`src/rtl/fft16_pkg.sv`:
```
// Shared widths, index type and presenter state encoding for the FFT16 frame loader.
package fft16_pkg;
  localparam int unsigned WORD_SIZE = 16;
  localparam int unsigned FRACTION  = 8;
  localparam int unsigned POINTS    = 16;
  localparam int unsigned IDX_W     = 4;
  localparam int unsigned FRAME_W   = POINTS * WORD_SIZE;
  localparam int unsigned CNT_W     = 16;

  typedef logic [IDX_W-1:0] fft_idx_t;

  typedef enum logic {
    PRES_IDLE = 1'b0,
    PRES_HELD = 1'b1
  } pres_state_t;
endpackage

```
`src/rtl/fft16_frame_loader_if.sv`:
```
// Sample stream, frame output and FFT release handshake of the frame loader.
interface fft16_frame_loader_if;
  import fft16_pkg::*;

  logic [WORD_SIZE-1:0] i_sample_re;
  logic [WORD_SIZE-1:0] i_sample_im;
  logic                 i_sample_valid;
  logic                 o_sample_ready;
  logic [FRAME_W-1:0]   o_frame_re;
  logic [FRAME_W-1:0]   o_frame_im;
  logic                 o_frame_valid;
  logic                 o_frame_start;
  logic                 i_FFT_cycle_done;
  logic [CNT_W-1:0]     o_frames_done;

  modport master (
    output i_sample_re, i_sample_im, i_sample_valid, i_FFT_cycle_done,
    input  o_sample_ready, o_frame_re, o_frame_im, o_frame_valid,
           o_frame_start, o_frames_done
  );

  modport slave (
    input  i_sample_re, i_sample_im, i_sample_valid, i_FFT_cycle_done,
    output o_sample_ready, o_frame_re, o_frame_im, o_frame_valid,
           o_frame_start, o_frames_done
  );
endinterface

```
`src/rtl/fft16_frame_bank.sv`:
```
// 16-entry complex register file: one indexed write port, full frame read flattened.
module fft16_frame_bank
  import fft16_pkg::*;
(
  input  logic                 clk,
  input  logic                 we,
  input  fft_idx_t             idx,
  input  logic [WORD_SIZE-1:0] re,
  input  logic [WORD_SIZE-1:0] im,
  output logic [FRAME_W-1:0]   frame_re,
  output logic [FRAME_W-1:0]   frame_im
);
  logic [WORD_SIZE-1:0] mem_re [POINTS];
  logic [WORD_SIZE-1:0] mem_im [POINTS];

  // Contents are never reset; the loader gates them off the outputs instead.
  always_ff @(posedge clk) begin
    if (we) begin
      mem_re[idx] <= re;
      mem_im[idx] <= im;
    end
  end

  for (genvar k = 0; k < POINTS; k++) begin : g_flat
    assign frame_re[k*WORD_SIZE +: WORD_SIZE] = mem_re[k];
    assign frame_im[k*WORD_SIZE +: WORD_SIZE] = mem_im[k];
  end
endmodule

```
`src/rtl/fft16_frame_loader.sv`:
```
// Ping-pong frame loader: packs 16 streamed complex samples per bank and holds a full bank for the FFT.
module fft16_frame_loader
  import fft16_pkg::*;
(
  input  logic                 i_clk,
  input  logic                 i_rst,
  fft16_frame_loader_if.slave  bus
);
  pres_state_t       state_q, state_d;
  logic              fill_bank_q, fill_bank_d;
  fft_idx_t          wr_idx_q, wr_idx_d;
  logic [1:0]        bank_full_q, bank_full_d;
  logic              pres_bank_q, pres_bank_d;
  logic              frame_start_q, frame_start_d;
  logic [CNT_W-1:0]  frames_done_q, frames_done_d;

  logic              sample_ready;
  logic              accept;
  logic              fill_done;
  logic              frame_release;
  logic              frame_present;
  logic [FRAME_W-1:0] bank_re [2];
  logic [FRAME_W-1:0] bank_im [2];

  assign sample_ready  = !bank_full_q[fill_bank_q];
  assign accept        = bus.i_sample_valid && sample_ready;
  assign fill_done     = accept && (wr_idx_q == IDX_W'(POINTS - 1));
  assign frame_release = (state_q == PRES_HELD) && bus.i_FFT_cycle_done;
  assign frame_present = (state_q == PRES_IDLE) && bank_full_q[pres_bank_q];

  always_ff @(posedge i_clk) begin
    if (i_rst) begin
      state_q       <= PRES_IDLE;
      fill_bank_q   <= 1'b0;
      wr_idx_q      <= '0;
      bank_full_q   <= '0;
      pres_bank_q   <= 1'b0;
      frame_start_q <= 1'b0;
      frames_done_q <= '0;
    end else begin
      state_q       <= state_d;
      fill_bank_q   <= fill_bank_d;
      wr_idx_q      <= wr_idx_d;
      bank_full_q   <= bank_full_d;
      pres_bank_q   <= pres_bank_d;
      frame_start_q <= frame_start_d;
      frames_done_q <= frames_done_d;
    end
  end

  // Fill and release never target the same bank, so both updates may land in one cycle.
  always_comb begin
    state_d       = state_q;
    fill_bank_d   = fill_bank_q;
    wr_idx_d      = wr_idx_q;
    bank_full_d   = bank_full_q;
    pres_bank_d   = pres_bank_q;
    frame_start_d = 1'b0;
    frames_done_d = frames_done_q;

    if (accept) begin
      wr_idx_d = IDX_W'(wr_idx_q + 1'b1);
    end
    if (fill_done) begin
      bank_full_d[fill_bank_q] = 1'b1;
      fill_bank_d              = !fill_bank_q;
    end

    case (state_q)
      PRES_IDLE: begin
        if (frame_present) begin
          state_d       = PRES_HELD;
          frame_start_d = 1'b1;
        end
      end
      PRES_HELD: begin
        if (frame_release) begin
          state_d                  = PRES_IDLE;
          bank_full_d[pres_bank_q] = 1'b0;
          pres_bank_d              = !pres_bank_q;
          frames_done_d            = CNT_W'(frames_done_q + 1'b1);
        end
      end
      default: state_d = PRES_IDLE;
    endcase
  end

  fft16_frame_bank u_bank0 (
    .clk      (i_clk),
    .we       (accept && !fill_bank_q && !i_rst),
    .idx      (wr_idx_q),
    .re       (bus.i_sample_re),
    .im       (bus.i_sample_im),
    .frame_re (bank_re[0]),
    .frame_im (bank_im[0])
  );

  fft16_frame_bank u_bank1 (
    .clk      (i_clk),
    .we       (accept && fill_bank_q && !i_rst),
    .idx      (wr_idx_q),
    .re       (bus.i_sample_re),
    .im       (bus.i_sample_im),
    .frame_re (bank_re[1]),
    .frame_im (bank_im[1])
  );

  // Frame bus reads zero unless a bank is held for the FFT.
  assign bus.o_sample_ready = sample_ready;
  assign bus.o_frame_valid  = (state_q == PRES_HELD);
  assign bus.o_frame_start  = frame_start_q;
  assign bus.o_frames_done  = frames_done_q;
  assign bus.o_frame_re     = (state_q == PRES_HELD) ? bank_re[pres_bank_q] : '0;
  assign bus.o_frame_im     = (state_q == PRES_HELD) ? bank_im[pres_bank_q] : '0;
endmodule

```
`src/flat_wrapper.sv`:
```
// flat-port wrapper written by rule: the top's interface ports become plain ports
module fft16_frame_loader_flat import fft16_pkg::*;
  (i_clk, i_rst, bus_i_sample_re, bus_i_sample_im, bus_i_sample_valid, bus_i_FFT_cycle_done, bus_o_sample_ready, bus_o_frame_re, bus_o_frame_im, bus_o_frame_valid, bus_o_frame_start, bus_o_frames_done);
  fft16_frame_loader_if bus_i ();
  input  logic i_clk;
  input  logic i_rst;
  input wire logic [$bits(bus_i.i_sample_re)-1:0] bus_i_sample_re;
  input wire logic [$bits(bus_i.i_sample_im)-1:0] bus_i_sample_im;
  input wire logic [$bits(bus_i.i_sample_valid)-1:0] bus_i_sample_valid;
  input wire logic [$bits(bus_i.i_FFT_cycle_done)-1:0] bus_i_FFT_cycle_done;
  output wire logic [$bits(bus_i.o_sample_ready)-1:0] bus_o_sample_ready;
  output wire logic [$bits(bus_i.o_frame_re)-1:0] bus_o_frame_re;
  output wire logic [$bits(bus_i.o_frame_im)-1:0] bus_o_frame_im;
  output wire logic [$bits(bus_i.o_frame_valid)-1:0] bus_o_frame_valid;
  output wire logic [$bits(bus_i.o_frame_start)-1:0] bus_o_frame_start;
  output wire logic [$bits(bus_i.o_frames_done)-1:0] bus_o_frames_done;
  assign bus_i.i_sample_re = bus_i_sample_re;
  assign bus_i.i_sample_im = bus_i_sample_im;
  assign bus_i.i_sample_valid = bus_i_sample_valid;
  assign bus_i.i_FFT_cycle_done = bus_i_FFT_cycle_done;
  assign bus_o_sample_ready = bus_i.o_sample_ready;
  assign bus_o_frame_re = bus_i.o_frame_re;
  assign bus_o_frame_im = bus_i.o_frame_im;
  assign bus_o_frame_valid = bus_i.o_frame_valid;
  assign bus_o_frame_start = bus_i.o_frame_start;
  assign bus_o_frames_done = bus_i.o_frames_done;
  fft16_frame_loader u_core (.i_clk(i_clk), .i_rst(i_rst), .bus(bus_i));
endmodule
```
`config.mk`:
```
export PLATFORM = sky130hd
export DESIGN_NAME = fft16_frame_loader_flat
export DESIGN_NICKNAME = d
export VERILOG_FILES = /design/src/rtl/fft16_pkg.sv /design/src/rtl/fft16_frame_loader_if.sv /design/src/rtl/fft16_frame_bank.sv /design/src/rtl/fft16_frame_loader.sv /design/src/flat_wrapper.sv
export SDC_FILE = /design/constraint.sdc
export NUM_CORES = 1
export LEC_CHECK = 0
export BUFFER_PORTS_ARGS = -buffer_cell sky130_fd_sc_hd__buf_2
export CAP_MARGIN = 20
export CORE_ASPECT_RATIO = 0.5
export CORE_UTILIZATION = 52
export DETAILED_ROUTE_END_ITERATION = 12
export PLACE_DENSITY = 0.86
export REMOVE_ABC_BUFFERS = 1
export SKIP_CTS_REPAIR_TIMING = 1
export SLEW_MARGIN = 20
export SYNTH_ARGS = -nofsm -noshare
export SYNTH_HDL_FRONTEND = slang
export SYNTH_SLANG_ARGS = --single-unit
```
`constraint.sdc`:
```
create_clock -name i_clk -period 4.1 [get_ports i_clk]
set_input_delay 0.205 -clock i_clk [delete_from_list [all_inputs] [get_ports i_clk]]
set_output_delay 0.205 -clock i_clk [all_outputs]
set_load 0.05 [all_outputs]
```
==> out/qor.txt <==
Status: completed
Pwr dens: 424 nW/µm²
WL final: 103,000 µm
Initial Utilization: 52.9%
Die Ht: 201 µm
Sequential share of power: 57.8%
Top post-synthesis cells by area: edfxtp_1 75%, mux2i_1 12%, nor2b_1 7.8%
Setup CP Type: reg -> out
Max-capacitance violation count: 0
TritonCTS Buffers: 90
Clock share of power: 40.8%
Layout area overhead: 17.4%
Ys async rst share: 0%
Library cells used by synthesis: 39
Switching Share: 20.1%
Worst-Margin Slew: 1.15 ns
Floorplan core area: 77,700 µm²
Routability cong.: 0.839
Drt drc: 0
Dpl hpwl: 62,400 µm
Count leader, synth: edfxtp_1
Total GRT Usage: 24.7%
Synth top area share: 74.8%
WL/cell: 25.5 µm
Final Cycle Share: 75.0%
# rows: 72
Peak VDD IR: 0.000316 V
Fin nets: 2,960
Total iterations of the first detailed-routing run: 7
Ant diodes: 0
Bufs on Longest Clock Path: 3
Dpl cell area: 45,200 µm²
Final-report hold violation count: 0
Average cell area after synthesis: 17.5 µm²
Worst rel slew slack: 23.2%
Cell Area, Synth: 41,100 µm²
Endpoint class of the critical path: output port
PortBufs: 566
Routed Antenna Nets: 0
Predominant post-synthesis flop cell: edfxtp_1
Initial DRC count: 2,095
Die Wd: 400 µm
Max FO, Critical Path: 79
Largest net degree at the start of global routing: 160
Fill count: 5,089
Post-synthesis register bit count: 1,050
Switch Pwr: 4.12 mW
CTS tree: yes
Die area: 80,200 µm²
Clock root cell: clkbuf_16
CP Launch Type: register
Number of synthesized flops with an enable pin: 1,024
Seq/Total Area, Yosys: 76.1%
Slack of the critical path: 1.03 ns
Clk slew on worst S/H paths: 0.07 ns
Final Power: 20.4 mW
Vias in the first global route: 22,700
Via density: 5.66
Max H-tree Level: 3
Ports: 567
Placed insts: 3,855
Required time of the critical path: 3.89 ns
Share of cells above drive strength 1: 25.9%
Post-placement setup slack: 1.32 ns
Tmin final: 3.07 ns
Final Cell Area: 48,200 µm²
Cell Int Power: 16.3 mW
Final clock skew: 0.0397 ns
Lkg Pwr: 16.5 nW
HP Class: in -> reg
Mapped Cells: 2,345
Comb power frac: 1.4%
Vias: 22,800
YS warnings: 0
Final Instance Count excl. Fillers: 4,029
Setup-failing EPs final: 0
First-pass GRT wire length: 144,000 µm
Arrival time of the worst setup path: 2.87 ns
Congestion Overflow GR: 0
Synth top cells by count: 1,024 x edfxtp_1, 513 x mux2i_1, 513 x nor2b_1
Fmax: 325 MHz
Post-synth top area cell: edfxtp_1
Antenna violations before repair: 4
Clk Latency, worst-skew pair: 0.67 ns
Max Slew Vio Count: 0
RSZ-0062 raised after global routing: false
Clock sink count: 1,050
## through the flow
step,TNS (ns),hold slack (ns),utilization [%]
final,0,0.104,62.0
after CTS,0,-0.119,61.8
after global placement,0,0.497,58.2
after detailed placement,0,0.522,58.2
after floorplan,-7594.03,0.274,-
after global routing,0,0.122,62.0
## worst max-delay path, cell delays in order, from the launching register on
cell	delay, ns
dfxtp_4	0.81
buf_4	0.62
nor2b_1	0.39
buf_2	0.33
## sequential cells by signal, indices dropped and copies added, names as in the netlist
| signal | flops |
|---|---|
| u_core.bank_full_q | 2 |
| u_core.bus.o_frame_start | 1 |
| u_core.bus.o_frame_valid | 1 |
| u_core.bus.o_frames_done | 16 |
| u_core.fill_bank_q | 1 |
| u_core.pres_bank_q | 1 |
| u_core.u_bank0.mem_im | 256 |
| u_core.u_bank0.mem_re | 256 |
| u_core.u_bank1.mem_im | 256 |
| u_core.u_bank1.mem_re | 256 |
| u_core.wr_idx_q | 4 |
## path summary, 6_finish.rpt
check,slack (ns),from,end,cells past startpoint
worst max-delay path,1.03,u_core.bus.o_frame_valid,bus_o_frame_im[7],3
worst min-delay path,0.10,i_rst,u_core.wr_idx_q[2],3
worst min register to register,0.53,u_core.bus.o_frames_done[1],u_core.bus.o_frames_done[1],2
worst max register to register,1.12,u_core.fill_bank_q,u_core.u_bank0.mem_im[13][8],4
## layout by cell type, fill, tap and decap left out, drive strengths merged, types with 2 or more instances in the layout
| cell type | synthesis | routed |
|---|---|---|
| clkinv | 0 | 38 |
| nor2b | 513 | 513 |
| mux2i | 514 | 514 |
| a21oi | 5 | 5 |
| nor4 | 4 | 4 |
| nand4 | 4 | 4 |
| ha | 5 | 5 |
| or3 | 2 | 2 |
| clkinvlp | 0 | 6 |
| nand2 | 15 | 15 |
| edfxtp | 1024 | 1024 |
| nand2b | 2 | 2 |
| nor2 | 53 | 53 |
| a21o | 2 | 2 |
| xor2 | 6 | 6 |
| dlygate4sd3 | 0 | 2 |
| buf | 63 | 603 |
| inv | 7 | 10 |
| nor3 | 7 | 7 |
| clkbuf | 60 | 114 |
| dfxtp | 26 | 26 |
| xnor2 | 10 | 10 |
| bufinv | 0 | 5 |
| o21ai | 2 | 2 |
| nand3 | 11 | 11 |
## cell families (layout without fill, tap and decap cells)
family | after synthesis | in the layout | share of synthesized area (%)
buffers and inverters | 130 | 778 | 1.51
and+or+nand+nor | 617 | 617 | 9.14
AOI/OAI and AO/OA | 12 | 12 | 0.186
DFF | 1050 | 1050 | 76.1
xor gates and xnor gates | 16 | 16 | 0.341
muxes | 515 | 515 | 12.6
adders and majority gates | 5 | 5 | 0.152
## power groups by stage
stage	Combinational (mW)	Sequential (mW)	Clock (mW)
floorplan	0.0388	12.0	0
global placement	0.261	12.0	0
detailed placement	0.278	12.0	0
CTS	0.281	11.8	8.37
global route	0.296	11.8	8.76
finish	0.288	11.8	8.33
## final cells by class
class	instances	area, µm²	share of cell area, %
sequential	1050	31300	64.8
multi-input combinational	1165	9430	19.6
timing repair buffer	605	3360	6.96
clock buffer	114	2380	4.94
tap	1036	1300	2.69
clock inverter	52	468	0.970
inverter	7	26.3	0.0545
## metal layers
layer	routed length [µm]	global-route usage, %	part of all wire (%)
met1	34400	27.5	34
met2	53800	43.2	52
met3	6110	3.48	5.9
met4	8320	18.4	8.1
met5	9	0	0.0088
No activity file was read; power rests on OpenSTA's default activity.
